## config.mk

```make
export PLATFORM = sky130hd
export DESIGN_NAME = lvds_tx
export DESIGN_NICKNAME = d
export VERILOG_FILES = /design/src/rtl/lvds_tx.sv
export SDC_FILE = /design/constraint.sdc
export NUM_CORES = 1
export LEC_CHECK = 0
export BUFFER_PORTS_ARGS = -buffer_cell sky130_fd_sc_hd__buf_2
export CORE_MARGIN = 2
export CORE_UTILIZATION = 49
export CTS_BUF_LIST = sky130_fd_sc_hd__clkbuf_4
export CTS_CLUSTER_SIZE = 40
export DETAILED_ROUTE_END_ITERATION = 12
export MAX_ROUTING_LAYER = met4
export PLACE_DENSITY = 0.76
export SLEW_MARGIN = 0
export SYNTH_ARGS = -nofsm -noshare
export SYNTH_HDL_FRONTEND = slang
export SYNTH_SLANG_ARGS = --single-unit
export TNS_END_PERCENT = 20
```

## constraint.sdc

```tcl
create_clock -name i_ddr_clk -period 1.7 [get_ports i_ddr_clk]
set_clock_uncertainty 0.1 [all_clocks]
set_input_delay 0.255 -clock i_ddr_clk [delete_from_list [all_inputs] [get_ports i_ddr_clk]]
set_output_delay 0.255 -clock i_ddr_clk [all_outputs]
set_load 0.005 [all_outputs]
```

## src/rtl/lvds_tx.sv

```systemverilog
`default_nettype none
// ============================================================================
//  Module   : lvds_tx
//  Purpose  : Transmit-side framer for the modem LVDS link. Pops 32-bit I/Q
//             sample words from the TX FIFO and serializes each one as sixteen
//             2-bit symbols, MSB first, one symbol per i_ddr_clk cycle. The
//             I sync (2'b10) and Q sync (2'b01) symbols are inserted by this
//             block; IDLE_SYMBOL is driven whenever no word is in flight.
//  Revision : 1.0 - initial release
// ----------------------------------------------------------------------------
//  Parameters
//    IDLE_SYMBOL    symbol driven between words; must never be 2'b10, or the
//                   receiver could mistake idle for an I sync symbol.
//  Ports
//    i_ddr_clk      in   1  only clock, all state rises on its posedge
//    i_rst_b        in   1  asynchronous active-low reset
//    i_tx_enable    in   1  allows new words to be fetched (never truncates)
//    i_fifo_empty   in   1  TX FIFO empty flag
//    o_fifo_pull    out  1  FIFO read strobe (combinational); data follows
//                           on i_fifo_data one cycle later
//    i_fifo_data    in  32  FIFO read data, I = [29:16], Q = [13:0]
//    o_ddr_data     out  2  registered symbol to the DDR output primitive
//    o_underrun     out  1  one-cycle pulse when streaming breaks on empty
//    o_debug_state  out  2  current FSM state
// ============================================================================
module lvds_tx #(
  parameter logic [1:0] IDLE_SYMBOL = 2'b00
) (
  input  logic        i_ddr_clk,
  input  logic        i_rst_b,
  input  logic        i_tx_enable,
  input  logic        i_fifo_empty,
  output logic        o_fifo_pull,
  input  logic [31:0] i_fifo_data,
  output logic [1:0]  o_ddr_data,
  output logic        o_underrun,
  output logic [1:0]  o_debug_state
);

  // State encodings are visible on o_debug_state, so they are fixed values.
  typedef enum logic [1:0] {
    st_idle  = 2'b00,
    st_fetch = 2'b01,
    st_tx    = 2'b11
  } state_t;

  localparam logic [1:0] c_sync_i    = 2'b10;
  localparam logic [1:0] c_sync_q    = 2'b01;
  localparam logic [3:0] c_first_sym = 4'd15;
  localparam logic [3:0] c_pull_sym  = 4'd1;
  localparam logic [3:0] c_last_sym  = 4'd0;

  state_t      r_state;
  logic [3:0]  r_sym_count;   // index of the symbol now on o_ddr_data
  logic        r_pulled;      // next word already requested at count 1
  logic [31:0] r_shift;       // remaining symbols, next one in [31:30]
  logic [1:0]  r_ddr_data;
  logic        r_underrun;

  logic [31:0] w_frame;
  logic        w_can_pull;
  logic        w_decision;
  logic        w_pull;
  logic        w_unused_fifo_bits;

  // Sync fields always come from here; FIFO bits [31:30] and [15:14] are
  // deliberately dropped.
  assign w_frame = {c_sync_i, i_fifo_data[29:16], c_sync_q, i_fifo_data[13:0]};
  assign w_unused_fifo_bits = ^{i_fifo_data[31:30], i_fifo_data[15:14]};

  assign w_can_pull = i_tx_enable & ~i_fifo_empty;

  // Count 1 is the only in-word point where the FIFO flags are looked at;
  // pulling here lets the new word land exactly as the last symbol goes out.
  assign w_decision = (r_state == st_tx) && (r_sym_count == c_pull_sym);

  // Gated by reset so no read strobe escapes while the FSM is held.
  assign w_pull = i_rst_b & w_can_pull & ((r_state == st_idle) | w_decision);

  always_ff @(posedge i_ddr_clk or negedge i_rst_b) begin
    if (!i_rst_b) begin
      r_state     <= st_idle;
      r_sym_count <= c_first_sym;
      r_pulled    <= 1'b0;
      r_shift     <= '0;
      r_ddr_data  <= IDLE_SYMBOL;
      r_underrun  <= 1'b0;
    end else begin
      r_underrun <= 1'b0;
      case (r_state)
        st_idle: begin
          r_ddr_data  <= IDLE_SYMBOL;
          r_sym_count <= c_first_sym;
          if (w_can_pull) begin
            r_state <= st_fetch;
          end
        end

        st_fetch: begin
          // FIFO data is valid now, one cycle after the pull.
          r_ddr_data  <= w_frame[31:30];
          r_shift     <= {w_frame[29:0], 2'b00};
          r_sym_count <= c_first_sym;
          r_state     <= st_tx;
        end

        st_tx: begin
          if (r_sym_count == c_last_sym) begin
            if (r_pulled) begin
              // Back-to-back: next word's sync follows with no gap symbol.
              r_ddr_data  <= w_frame[31:30];
              r_shift     <= {w_frame[29:0], 2'b00};
              r_sym_count <= c_first_sym;
              r_pulled    <= 1'b0;
            end else begin
              r_ddr_data  <= IDLE_SYMBOL;
              r_sym_count <= c_first_sym;
              r_state     <= st_idle;
            end
          end else begin
            r_ddr_data  <= r_shift[31:30];
            r_shift     <= {r_shift[29:0], 2'b00};
            r_sym_count <= r_sym_count - 4'd1;
            if (r_sym_count == c_pull_sym) begin
              if (w_can_pull) begin
                r_pulled <= 1'b1;
              end else if (i_tx_enable) begin
                // Only a starved stream counts; a disabled link is not an
                // underrun.
                r_underrun <= 1'b1;
              end
            end
          end
        end

        default: begin
          r_ddr_data  <= IDLE_SYMBOL;
          r_sym_count <= c_first_sym;
          r_pulled    <= 1'b0;
          r_state     <= st_idle;
        end
      endcase
    end
  end

  assign o_fifo_pull   = w_pull;
  assign o_ddr_data    = r_ddr_data;
  assign o_underrun    = r_underrun;
  assign o_debug_state = r_state;

endmodule
`default_nettype wire

```

# Word-level counts from Yosys, hierarchy flattened

Index checks and enable logic that the tools add are counted.
W data, S select, Z words.

Memories kept: 0
Register bits after elaboration: 42
Bits in writable memories: 0
Bits of input ports: 36
ROM bits: 0
Word-level logic and storage cells: 51
Bits in latches: 0

Add/sub/neg operators: 1
Shift operators: 0
Bitwise gates (word level): 6
Muxes and demuxes: 21
Eq/ne operators: 9
$lt $le $gt $ge: 0
Reduce and logical (&&, ||, !) cells: 8
Multiply operators: 0
Divide/modulo/power cells: 0

Operator list:

| kind                  | number |
|---|---|
| $mux W32              | 2 |
| $pmux W32 S2          | 1 |
| $mux W2               | 5 |
| $mux W1               | 8 |
| $mux W4               | 2 |
| $pmux W2 S3           | 1 |
| $reduce_and A3 Y1     | 2 |
| $eq A4 B1 Y1 const B  | 1 |
| $logic_not A4 Y1      | 1 |
| $ne A2 B2 Y1 const B  | 2 |
| $pmux W2 S2           | 1 |
| $sub A4 B1 Y4 const B | 1 |
| $and A1 B1 Y1         | 3 |
| $ne A3 B1 Y1 const B  | 1 |
| $ne A3 B2 Y1 const B  | 1 |
| $ne A3 B3 Y1 const B  | 1 |
| $eq A2 B1 Y1 const B  | 1 |
| $eq A2 B2 Y1 const B  | 1 |
| $logic_not A2 Y1      | 1 |
| $ne A2 B1 Y1 const B  | 1 |
| $not A1 Y1            | 2 |
| $pmux W1 S2           | 1 |
| $reduce_and A2 Y1     | 1 |
| $reduce_bool A2 Y1    | 1 |
| other kinds (3)       | 3 |

# Longest topological paths before layout

Word-level depth: 6
Gate-level depth with buffers: 8

# Worst setup path after synthesis

Ideal clock, no wire load.

Kind: flip-flop to flip-flop
Start point: register r_sym_count[0]
End point: register r_shift[19]
Period minus slack after synthesis: 1837 ps
Data arrival time: 1609 ps
Setup slack: -137 ps
Stages on the path, launching flop included: 8
Required time: 1473 ps
Cells stage by stage: dfstp_2 -> inv_1 -> ha_1 -> or3b_4 -> and3_1 -> clkbuf_1 -> mux2i_1 -> o21ai_0

Word-level cells in the longest chain between the ends: 3
Elaborated cells on any way between the ends: 5
Those cells by class: eq/ne (1); mux (2); reduce/logical (2)

RTL lines:

| what                                                     | line | text |
|---|---|---|
| start, declared                                          | 54   | `logic [3:0] r_sym_count;` |
| start signal, assigned                                   | 83   | `r_sym_count <= c_first_sym;` |
| start signal, assigned                                   | 93   | `r_sym_count <= c_first_sym;` |
| start signal, assigned                                   | 103  | `r_sym_count <= c_first_sym;` |
| $logic_not A4 Y1 (*)                                     | 108  | `if (r_sym_count == c_last_sym) begin` |
| $mux W32 / $ne A3 B3 Y1 (equally long branches)          | -    |  |
| $pmux W32 S2 / $reduce_and A2 Y1 (equally long branches) | -    |  |
| end signal, assigned                                     | 102  | `r_shift <= {w_frame[29:0], 2'b00};` |
| end signal, assigned                                     | 112  | `r_shift <= {w_frame[29:0], 2'b00};` |
| end signal, assigned                                     | 122  | `r_shift <= {r_shift[29:0], 2'b00};` |
| end, declared                                            | 56   | `logic [31:0] r_shift;` |

Every way passes the cells marked *; elsewhere a longest branch is shown, timed or not.
A chain may end at the register's enable or synchronous reset.

# Worst setup path after layout

Start point: register r_sym_count[1]
End point: register r_shift[29]

The elaborated chain is that of the path after synthesis.

==> results.cfg <==
[die]
start_util = 0.506
io_pins = 42
row_count = 22
die_width_um = 65.5
die_area_um2 = 4290
die_h_um = 65.5
core_region_area_um2 = 3660

[critical_path]
r2r_cells = 8
arrival_ns = 2.14
start_kind = flop
worstPathRequired_ns = 1.84
criticalPathCategory = flop to flop
crit_start = r_sym_count[1]
timing.rr.start = r_sym_count[1]
critPathMaxStageDelay_ns = 0.55
cp-end-kind = flop
path_cells = inv_2, buf_4, ha_4, or3b_4, nand3_4, clkbuf_16, mux2i_1, o21ai_1
slowest_stage = dfstp_2
critPathMaxFanout = 5

[sta]
relSlewSlack = 0.666
fin_ws_ns = -0.298
fin_hold_ws_ns = 0.0353
grt_setup_unrepaired = true
fmax_ghz = 0.501
finalHoldViolCount = 0
setup_viol = 39
period_needed_ns = 2.00
finalCritPeriodShare = 1.18
tightest_slew_ns = 0.501
slew_viol_final = 0

[drt]
drc_errors = 0
totalWireLength_um = 3800
drtAntennaViolNets = 0
drt_first_pass_iters = 4
drtIter0Drc = 55
post_drt_wl_per_cell_um = 13.6
via_per_inst = 5.10
via_count = 1423

[place]
io_buffers = 37
pre_cts_ws_ns = -0.0972
globalplace.congestion = 0.738
hpwl_um = 2310
place_inst = 259
dpl_cell_area_um2 = 2190

[power]
p_int_w = 0.00250
power_density_nw_per_um2 = 1540
pwr-share-seq = 0.431
p_sw_w = 0.00126
peakVddDrop_mv = 0.806
switching_share = 0.335
power_w = 0.00377
power_frac_clock = 0.129
p_comb_frac = 0.440
p_leak_nw = 1.13

[hold_path]
min_path_type = input port to flop
hp-start = i_fifo_data[0]
whs_path_depth = 3

[clocking]
cts_inserted_buffers = 5
h-tree-depth = 2
cts_tree = done
cts_buffer_depth = 2
clkTransAtPathRegs_ns = 0.11
clock-sinks = 40
cts_root_buffer = clkbuf_4
worstSkewPairLatency_ns = 0.34

[logic_synthesis]
netlist_area_um2 = 1850
synthesis.nets = 208
synth-seq-area-share = 0.543
yosysWarnings = 0
netlist_instances = 170
synth_seq_cells = 40
syn_avg_cell_area_um2 = 10.9
ys_types = 31

[layout]
diodes = 0
drive_gt1_frac = 0.390
final_cell_mix = 37 x buf_2, 36 x dfrtp_1, 30 x nand2_1
layout.nets = 268
mostFrequentLayoutCell = buf_2
syn_to_final_growth_pct = 31.7
design_area_um2 = 2440
num-fill-cells = 294
finalNonFillerCells = 279

[global_route]
grt_first_pass_wirelength_um = 6070
gr-total-overflow = 0
grt_use_total = 0.194
grt_pass1_vias = 1366
grt_start_max_net_pins = 41
antenna_found_initial = 0

[status]
status = finished with violations
violations = setup timing

[run]
max-cap-violations = 0
## cells by family after synthesis
logic type               synth area share
AND/OR/NAND/NOR                     0.114
adder cells (fa/ha/maj)            0.0135
flip-flops                          0.543
XOR/XNOR                          0.00945
buffers and inverters              0.0608
multiplexers                        0.146
AO/OA/AOI/OAI                       0.113
## state kept, by name, indices dropped and copies added, names as in the netlist
register       count
o_underrun         1
o_debug_state      2
r_sym_count        4
r_shift           30
o_ddr_data         2
r_pulled           1
## worst paths after layout
check,end,slack (ns)
max,r_shift[29],-0.30
min,r_shift[2],0.04
max reg2reg,r_shift[29],-0.30
min reg2reg,r_shift[24],0.40
max in group asynchronous,r_sym_count[2],0.73
min in group asynchronous,o_underrun,0.40
## final cells by class
class                      instances  area (um2)  area share
sequential                        40        1010       0.412
multi-input combinational        115         796       0.326
timing repair buffer              65         512       0.210
tap                               48        60.1      0.0246
clock buffer                       7        52.6      0.0215
inverter                           3        11.3     0.00461
clock inverter                     1        3.75     0.00154
## synthesized netlist by cell type
master,instances,area (um2)
o21ai_0,24,120
ha_1,2,25.0
nor3_1,1,5.00
a22o_1,1,8.76
nand4_1,2,12.5
a21boi_0,1,7.51
nand2b_1,1,6.26
nand2_1,32,120
clkbuf_1,3,11.3
and2_1,1,6.26
nor2_1,3,11.3
buf_2,1,5.00
and3_1,2,12.5
buf_6,4,45.0
inv_1,2,7.51
mux2i_1,27,270
o21ai_1,7,35.0
or3b_4,1,11.3
xnor2_1,2,17.5
inv_2,1,3.75
o22a_1,1,8.76
o21ai_4,1,16.3
nor2b_1,1,6.26
buf_8,2,30.0
nand3_2,1,10.0
a41oi_1,1,8.76
nand3_1,2,10.0
dfrtp_1,36,901
clkbuf_2,2,10.0
a21oi_1,1,5.00
dfstp_2,4,105
## worst max-delay path: cells and delay by family (launching register included)
family                   cells  cell delay, ns
buffers and inverters        3            0.39
multiplexers                 1            0.19
AND/OR/NAND/NOR              2            0.43
AO/OA/AOI/OAI                1            0.08
adder cells (fa/ha/maj)      1            0.15
flip-flops                   1            0.55
## routing by layer
layer,GRT usage,vias up,part of all wire,wire (um)
li1,-,703,-,-
met1,0.245,679,0.47,1770
met2,0.304,31,0.48,1810
met3,0.0411,10,0.039,147
met4,0.0859,0,0.020,77
met5,-,-,0,0
## power by group through the flow
| stage | Clock [W] | Combinational, W | Sequential (W) |
|---|---|---|---|
| detailed placement | 0 | 0.00134 | 0.00163 |
| finish | 0.000485 | 0.00166 | 0.00162 |
| floorplan | 0 | 0.000976 | 0.00157 |
| CTS | 0.000499 | 0.00147 | 0.00161 |
| global route | 0.000548 | 0.00184 | 0.00167 |
| global placement | 0 | 0.00130 | 0.00161 |
## metrics by stage
| stage | util | TNS [ns] |
|---|---|---|
| finish | 0.667 | -7.97 |
| global route | 0.667 | -10.88 |
| CTS | 0.631 | -6.13 |
| detailed placement | 0.597 | -2.06 |
| global placement | 0.597 | -1.59 |
| floorplan | - | -0.102 |
## timing repair
item | CTS | global route
pin swaps | 7 | 3
setup endpoints to repair | 32 | 39
gates cloned | 0 | 3
endpoints found under the hold margin | 36 | 0
hold buffers | 1 | 0
setup buffers | 3 | 5
resized for setup | 26 | 6
Power figures use the tool's default switching activity.
